<file path="src/rtl/alu_seq.sv">
// alu_seq: registered, handshaked ALU with persistent carry for chained ADC.
// Ops: ADD, SUB, AND, OR, XOR, ADC, PASS and, when ALU_MUL_EN is defined, a
// WIDTH-cycle shift-add MUL. Without ALU_MUL_EN, op 6 returns err with a zero result.
module alu_seq #(
  parameter int unsigned WIDTH = 4
) (
  input  logic             clk,
  input  logic             rst_n,
  input  logic             in_valid,
  output logic             in_ready,
  input  logic [WIDTH-1:0] a,
  input  logic [WIDTH-1:0] b,
  input  logic [2:0]       op,
  output logic             out_valid,
  input  logic             out_ready,
  output logic [WIDTH-1:0] result,
  output logic [3:0]       flags,
  output logic             err
);

  typedef enum logic [2:0] {
    OP_ADD  = 3'd0,
    OP_SUB  = 3'd1,
    OP_AND  = 3'd2,
    OP_OR   = 3'd3,
    OP_XOR  = 3'd4,
    OP_ADC  = 3'd5,
    OP_MUL  = 3'd6,
    OP_PASS = 3'd7
  } op_t;

  logic             carry;
  logic             drain_ok;
  logic             accept;
  logic             start_mul;

  logic [WIDTH-1:0] bb;
  logic             cin;
  logic [WIDTH:0]   sum;
  logic [WIDTH-1:0] res_d;
  logic             c_d;
  logic             v_d;
  logic             err_d;
  logic             c_upd;
  logic [3:0]       flg_d;

  assign drain_ok = !out_valid || out_ready;
  assign accept   = in_valid && in_ready;

`ifdef ALU_MUL_EN
  localparam int unsigned CW = (WIDTH > 1) ? $clog2(WIDTH) : 1;

  typedef enum logic {IDLE, BUSY} state_t;

  state_t             state;
  logic [2*WIDTH-1:0] acc;
  logic [2*WIDTH-1:0] mcand;
  logic [WIDTH-1:0]   mplr;
  logic [CW-1:0]      cnt;
  logic [2*WIDTH-1:0] prod;
  logic               last;
  logic               mul_c;

  assign in_ready  = rst_n && (state == IDLE) && drain_ok;
  assign start_mul = accept && (op_t'(op) == OP_MUL);
  assign prod      = acc + (mplr[0] ? mcand : '0);
  assign last      = (cnt == CW'(WIDTH - 1));
  assign mul_c     = |prod[2*WIDTH-1:WIDTH];
`else
  assign in_ready  = rst_n && drain_ok;
  assign start_mul = 1'b0;
`endif

  // Single-cycle datapath: result, flags and carry-update for the presented op
  always_comb begin
    bb    = b;
    cin   = 1'b0;
    res_d = '0;
    c_d   = 1'b0;
    v_d   = 1'b0;
    err_d = 1'b0;
    c_upd = 1'b0;
    case (op_t'(op))
      OP_SUB: begin
        bb  = ~b;
        cin = 1'b1;
      end
      OP_ADC: cin = carry;
      default: ;
    endcase
    sum = {1'b0, a} + {1'b0, bb} + {{WIDTH{1'b0}}, cin};
    case (op_t'(op))
      OP_ADD, OP_SUB, OP_ADC: begin
        res_d = sum[WIDTH-1:0];
        c_d   = sum[WIDTH];
        v_d   = (a[WIDTH-1] == bb[WIDTH-1]) && (sum[WIDTH-1] != a[WIDTH-1]);
        c_upd = 1'b1;
      end
      OP_AND:  res_d = a & b;
      OP_OR:   res_d = a | b;
      OP_XOR:  res_d = a ^ b;
      OP_PASS: res_d = a;
      // Reached only in the build without a multiplier (otherwise start_mul diverts it)
      OP_MUL:  err_d = 1'b1;
      default: ;
    endcase
    flg_d = {res_d[WIDTH-1], v_d, c_d, (res_d == '0)};
  end

  // Control, result register, carry register and shift-add multiplier state
  always_ff @(posedge clk or negedge rst_n) begin
    if (!rst_n) begin
      out_valid <= 1'b0;
      result    <= '0;
      flags     <= '0;
      err       <= 1'b0;
      carry     <= 1'b0;
`ifdef ALU_MUL_EN
      state     <= IDLE;
      acc       <= '0;
      mcand     <= '0;
      mplr      <= '0;
      cnt       <= '0;
`endif
    end else begin
      // A drain clears out_valid; any load below at the same edge overrides it
      if (out_valid && out_ready) out_valid <= 1'b0;

      if (accept && !start_mul) begin
        result    <= res_d;
        flags     <= flg_d;
        err       <= err_d;
        out_valid <= 1'b1;
        if (c_upd) carry <= c_d;
      end

`ifdef ALU_MUL_EN
      case (state)
        IDLE: begin
          if (start_mul) begin
            state <= BUSY;
            acc   <= '0;
            mcand <= {{WIDTH{1'b0}}, a};
            mplr  <= b;
            cnt   <= '0;
          end
        end
        BUSY: begin
          if (!last) begin
            acc   <= prod;
            mcand <= mcand << 1;
            mplr  <= mplr >> 1;
            cnt   <= cnt + 1'b1;
          end else if (drain_ok) begin
            // Final step folds into the load so the accumulator is never written
            // while waiting for a full result register to drain.
            result    <= prod[WIDTH-1:0];
            flags     <= {prod[WIDTH-1], 1'b0, mul_c, (prod[WIDTH-1:0] == '0)};
            err       <= 1'b0;
            out_valid <= 1'b1;
            carry     <= mul_c;
            state     <= IDLE;
          end
        end
        default: state <= IDLE;
      endcase
`endif
    end
  end

endmodule

</file>
<file path="config.mk">
export PLATFORM = sky130hd
export DESIGN_NAME = alu_seq
export DESIGN_NICKNAME = d
export VERILOG_FILES = /design/src/rtl/alu_seq.sv
export SDC_FILE = /design/constraint.sdc
export NUM_CORES = 1
export LEC_CHECK = 0
export CAP_MARGIN = 0
export CORE_AREA = 5 5 53 55
export DETAILED_ROUTE_END_ITERATION = 12
export DIE_AREA = 0 0 58 60
export PLACE_DENSITY = 0.8
export SKIP_CTS_REPAIR_TIMING = 1
export SLEW_MARGIN = 30
export SYNTH_ARGS = -nofsm -noshare
export SYNTH_HDL_FRONTEND = slang
export SYNTH_SLANG_ARGS = --single-unit
</file>
<file path="constraint.sdc">
create_clock -name clk -period 4.43 [get_ports clk]
set_input_delay 0.443 -clock clk [delete_from_list [all_inputs] [get_ports clk]]
set_output_delay 0.443 -clock clk [all_outputs]
set_load 0.01 [all_outputs]
</file>
== Word level (Yosys, flattened, before mapping) ==
Index checks and enable logic that the tools add are counted.
W data, S select, Z words.
Word-level totals
  flip-flop bits (word level): 11
  latch bits: 0
  RAM bits: 0
  memory bits (read-only): 0
  input bits: 15
  output and inout port bits: 11
  word-level logic and storage cells: 40
  memories kept: 0
Operators by class
  add/subtract/negate cells: 2
  multiply operators: 0
  divide/modulo/power cells: 0
  order comparisons: 0
  eq/ne operators: 9
  shifts and indexed selects: 0
  multiplexer cells: 9
  bitwise logic cells: 4
  reduce and logical (&&, ||, !) cells: 11
Operators by type and width (count)
  $pmux W4 S5: 1
  $eq A3 B3 Y1 const B: 4
  $eq A3 B2 Y1 const B: 2
  $mux W1: 6
  $add A4 B4 Y5: 1
  $add A5 B1 Y5: 1
  $and A4 B4 Y4: 1
  $logic_and A1 B1 Y1: 4
  $logic_not A4 Y1: 1
  $mux W4: 1
  $not A4 Y4: 1
  $or A4 B4 Y4: 1
  $xor A4 B4 Y4: 1
  $eq A3 B1 Y1 const B: 1
  $logic_not A3 Y1: 1
  $reduce_or A3 Y1: 1
  $pmux W1 S2: 1
  $reduce_and A2 Y1: 1
  $reduce_bool A2 Y1: 1
  $eq A1 B1 Y1: 1
  $logic_not A1 Y1: 1
  $logic_or A1 B1 Y1: 1
  $ne A1 B1 Y1: 1

== Logic depth before layout (Yosys ltp) ==
  word-level depth: 7
  depth in mapped cells: 12
  gate-level depth less buffers: 11

== Worst setup path before layout ==
No wires, ideal clock.
  kind: input port to flip-flop
  from: in op[1]
  to: reg flags[0]
  library setup time: 67 ps
  arrival: 2732 ps
  path slack: 1631 ps
  stages: 12
  path buffers: 2
  path through: buf_4 buf_6 nor3_2 xnor2_1 fa_1 inv_1 fa_1 nor2b_1 o21ai_0 o2111ai_1 a21oi_1 a32o_1
Between the ends
  longest elaborated chain between the ends: 6
  elaborated cells on any way between the ends: 14
  classes of those cells: add/sub (2); eq/ne (6); mux (3); reduce/logical (3)
RTL lines
  start, declared: RTL line 13  | input logic [2:0] op,
  $eq A3 B1 Y1: RTL line 83, 92
  $mux W4: RTL line 83  | case (op_t'(op))
  $add A4 B4 Y5: RTL line 91  | sum = {1'b0, a} + {1'b0, bb} + {{WIDTH{1'b0}}, cin};
  $add A5 B1 Y5: RTL line 91
  $pmux W4 S5 *: RTL line 92  | case (op_t'(op))
  $logic_not A4 Y1 *: RTL line 107  | flg_d = {res_d[WIDTH-1], v_d, c_d, (res_d == '0)};
  end signal, assigned: RTL line 131  | flags <= flg_d;
  end, declared: RTL line 17  | output logic [3:0] flags,
Every way passes the cells marked *; elsewhere a longest branch is shown, timed or not.
A chain may end at the register's enable or synchronous reset.

== Final worst setup path ==
  from: in op[0]
  to: reg flags[0]
The elaborated chain is that of the path after synthesis.

==> results.md <==
- Status: finished, final reports clean
- Most used flip-flop cell after synthesis: sky130_fd_sc_hd__dfrtp_1
- Clock tree from TritonCTS: yes
- FFs w/ async S/R, synth: 100%
- Synth-to-Final Area Change: 28.8%
- Pwr per Cell Area: 268 nW/µm²
- Post-layout worst setup margin: 1020 ps
- Final Critical Period: 3410 ps
- Startpoint-to-endpoint class of the critical path: in2reg
- Clock buffer count from CTS: 3
- Setup-violating endpoint count in the final report: 0
- Overall via count from detail_route: 890
- CP Launch Type: primary input
- DR vias/cell: 5.39
- I/O pin cnt: 26
- Launch instance of the worst min-delay path: err$_DFFE_PN0P_
- Upper clock frequency limit: 0.293 GHz
- Fraction of post-synthesis cell area in the top cell type by area: 25.9%
- Number of max-slew violations in the final report: 0
- Fin util: 53.1%
- Max-cap violations: 0
- Placer's final routability congestion estimate: 0.869
- DRC marker count from the first detailed-route iteration: 13
- Per-cell routed wire length: 13.3 µm
- Data arrival, critical path: 3620 ps
- Count of H-tree levels built during CTS: 1
- Setup repair after global routing missed its margin: false
- Post-synthesis cell area: just under 1000 µm²
- Data required time at the worst endpoint: 4630 ps
- Die area: 3480 µm²
- Crit. End Element: register
- ANT nets after route: 0
- Cell row count: 18
- DRC violation count after routing: 0
- Relative slew slack: 61.5%
- All-layer global routing usage: 14.6%
- Count of flip-flops with a built-in enable after synthesis: 0
- Pin count of the biggest net entering global routing: 19
- Final period utilization: approximately 77%
- Post-route standard cell area excluding fillers: 1240 µm²
- IR drop worst, VDD: 0.120 mV
- Clock latency reported for the late side of the worst-skew pair: 270 ps
- Synthesis Warnings: 0
- Total Neg Setup Slack: 0 ps
- Sequential-to-total area share from yosys stat: 25.9%
- First-pass iteration count of the detailed router: 5
- Leakage power summed over all cells: 0.577 nW
- Worst path cell trace: clkdlybuf4s50_1 > inv_1 > nor3_2 > xnor2_1 > fa_1 > inv_1 > fa_1 > nor2b_1 > o21ai_0 > o2111ai_1 > a21oi_1 > a32o_1
- Final net count: 164
- Number of storage elements in the synthesis netlist: 10
- Hold crit path type: reg2reg
- Largest stage delay on the critical path: about 670 ps
- Final HPWL from detailed placement: approximately 1900 µm
- Slew at the pin closest to its max-slew limit: 576 ps
- Worst setup slack after placement: about 780 ps
- Count of different cell masters after synthesis: 38
- Cell taking the most area after synthesis: sky130_fd_sc_hd__dfrtp_1
- Largest cells by area after synthesis: sky130_fd_sc_hd__dfrtp_1 26%, sky130_fd_sc_hd__ha_1 14%, sky130_fd_sc_hd__nand2_1 5.4%
- Clk sinks: 10
- ANT cells: 0
- Synth cell count leaders: 14 x sky130_fd_sc_hd__nand2_1, 12 x sky130_fd_sc_hd__inv_1, 11 x sky130_fd_sc_hd__ha_1, 10 x sky130_fd_sc_hd__dfrtp_1, 7 x sky130_fd_sc_hd__o21ai_0
- Total wirelength of the detailed-routed design: 2190 µm
- Total count of hold-check failures in the final report: 0
- Post-CTS clock slew at the launch and capture registers of the worst setup and hold paths: approximately 70 ps
- Leading cell type by number of instances after synthesis: sky130_fd_sc_hd__nand2_1
- Worst Clk Skew: approximately 6.0 ps
- Die extent in x: 58 µm
- Start point of the critical path: op[0]
- Root Buffer Master: sky130_fd_sc_hd__clkbuf_4
- Synthesized netlist net count: 140
- Mean instance size in the synthesized netlist: 8.62 µm²
- Global-route wire length before repair: 3920 µm
- Cell count after synthesis: 112
- Congestion Overflow GR: 0
- Worst R2R Start: carry$_DFFE_PN0P_
- Effective utilization at floorplan: 41.2%
- Ratio of cells with drive above 1 in the final layout: 7.41%
- Initial antenna violation count: 0
- Post-DP Area: about 1200 µm²
- Crit-path max FO: 11
- Floorplan Core Area: 2340 µm²
- Port Buf Inserts: 25
- Height of the chip: 60 µm
- Vias in the first global route: 900
- Library cell contributing the largest single delay on the critical path: sky130_fd_sc_hd__clkdlybuf4s50_1
- Longest Clk Path Bufs: 2
area by class of cell:
cell class | count | area, µm²
tap | 30 | 37.5
timing repair buffer | 25 | 250
inverter | 12 | 45.0
fill | 235 | 1100
sequential | 10 | 250
clock buffer | 4 | 36.3
multi-input combinational | 84 | 624
per-stage QoR:
stage	total power [W]	std cells	hold slack, ps
floorplan	0.000193	112	147
global placement	0.000248	161	461
detailed placement	0.000254	161	473
CTS	0.000336	165	489
global route	0.000355	165	504
finish	0.000333	165	483
registers in the layout, indices dropped and copies added (netlist names):
signal and flops:
carry 1, err 1, flags 3, out_valid 1, result 4
layer usage:
metal | vias up | wire length, µm | GRT usage (%) | share of wire [%]
met2 | 33 | 1140 | 26.6 | 52
met4 | 0 | 41 | 6.29 | 1.9
met5 | - | 0 | 0 | 0
met1 | 422 | 861 | 16.2 | 39
met3 | 4 | 141 | 3.46 | 6.4
li1 | 431 | - | - | -
where the power goes:
| part | switching, W | internal (W) | leakage [nW] |
|---|---|---|---|
| Combinational | 0.0000644 | 0.0000718 | 0.428 |
| Clock | 0.0000321 | 0.0000499 | 0.0210 |
| Sequential | 0.00000890 | 0.000106 | 0.128 |
| Total | 0.000105 | 0.000228 | 0.577 |
placed cells by master, fill, tap and decap left out:
| master | Yosys | layout |
|---|---|---|
| sky130_fd_sc_hd__a21oi_1 | 3 | 3 |
| sky130_fd_sc_hd__o21ai_0 | 7 | 7 |
| sky130_fd_sc_hd__a32o_1 | 1 | 1 |
| sky130_fd_sc_hd__o2111ai_1 | 1 | 1 |
| sky130_fd_sc_hd__xnor2_1 | 6 | 6 |
| sky130_fd_sc_hd__nor2_1 | 4 | 4 |
| sky130_fd_sc_hd__a21o_1 | 3 | 3 |
| sky130_fd_sc_hd__and2_1 | 1 | 1 |
| sky130_fd_sc_hd__and4b_1 | 1 | 1 |
| sky130_fd_sc_hd__and3_1 | 2 | 2 |
| sky130_fd_sc_hd__a211oi_2 | 1 | 1 |
| sky130_fd_sc_hd__mux2i_1 | 1 | 1 |
| sky130_fd_sc_hd__o21a_1 | 1 | 1 |
| sky130_fd_sc_hd__a22oi_1 | 1 | 1 |
| sky130_fd_sc_hd__a311oi_2 | 1 | 1 |
| sky130_fd_sc_hd__clkbuf_4 | 0 | 3 |
| sky130_fd_sc_hd__and2b_2 | 1 | 1 |
| sky130_fd_sc_hd__clkdlybuf4s50_1 | 0 | 25 |
| sky130_fd_sc_hd__a211o_1 | 1 | 1 |
| sky130_fd_sc_hd__nand3b_1 | 1 | 1 |
| sky130_fd_sc_hd__nand2b_1 | 2 | 2 |
| sky130_fd_sc_hd__fa_1 | 2 | 2 |
| sky130_fd_sc_hd__a221o_1 | 1 | 1 |
| sky130_fd_sc_hd__nor3_1 | 1 | 1 |
| sky130_fd_sc_hd__a31oi_1 | 2 | 2 |
| sky130_fd_sc_hd__nor3_2 | 1 | 1 |
| sky130_fd_sc_hd__nor2b_1 | 3 | 3 |
| sky130_fd_sc_hd__nand3_1 | 4 | 4 |
| sky130_fd_sc_hd__o211ai_1 | 1 | 1 |
| sky130_fd_sc_hd__inv_1 | 12 | 12 |
| sky130_fd_sc_hd__clkbuf_8 | 0 | 1 |
| sky130_fd_sc_hd__nor3b_1 | 2 | 2 |
| sky130_fd_sc_hd__ha_1 | 11 | 11 |
| sky130_fd_sc_hd__dfrtp_1 | 10 | 10 |
| sky130_fd_sc_hd__o21ai_1 | 1 | 1 |
| sky130_fd_sc_hd__nand2_1 | 14 | 14 |
| sky130_fd_sc_hd__nor2_2 | 2 | 2 |
worst paths after layout:
| kind | endpoint | slack, ps | cells after the start |
|---|---|---|---|
| max in group asynchronous | result[0]$_DFFE_PN0P_ | 3600 | 1 |
| worst min-delay path | err$_DFFE_PN0P_ | 480 | 2 |
| worst max-delay path | flags[0]$_DFFE_PN0P_ | 1020 | 12 |
| worst max register to register | flags[0]$_DFFE_PN0P_ | 2130 | 9 |
| min in group asynchronous | err$_DFFE_PN0P_ | 500 | 1 |
| worst min register to register | err$_DFFE_PN0P_ | 480 | 2 |
logic make-up after synthesis:
| kind of cell | after synthesis | synth area share [%] |
|---|---|---|
| and+or+nand+nor | 39 | 21.4 |
| AOI/OAI and AO/OA | 25 | 18.4 |
| buffers and inverters | 18 | 9.45 |
| adders and majority gates | 13 | 18.4 |
| DFF | 10 | 25.9 |
| xor gates and xnor gates | 6 | 5.44 |
| muxes | 1 | 1.04 |
critical path, delay by kind of cell:
| family | cells | cell delay [ps] |
|---|---|---|
| AOI/OAI and AO/OA | 4 | 730 |
| xor gates and xnor gates | 1 | 150 |
| adders and majority gates | 2 | 820 |
| buffers and inverters | 3 | 910 |
| and+or+nand+nor | 2 | 560 |
Note: power is estimated with default switching activity, not from simulation.
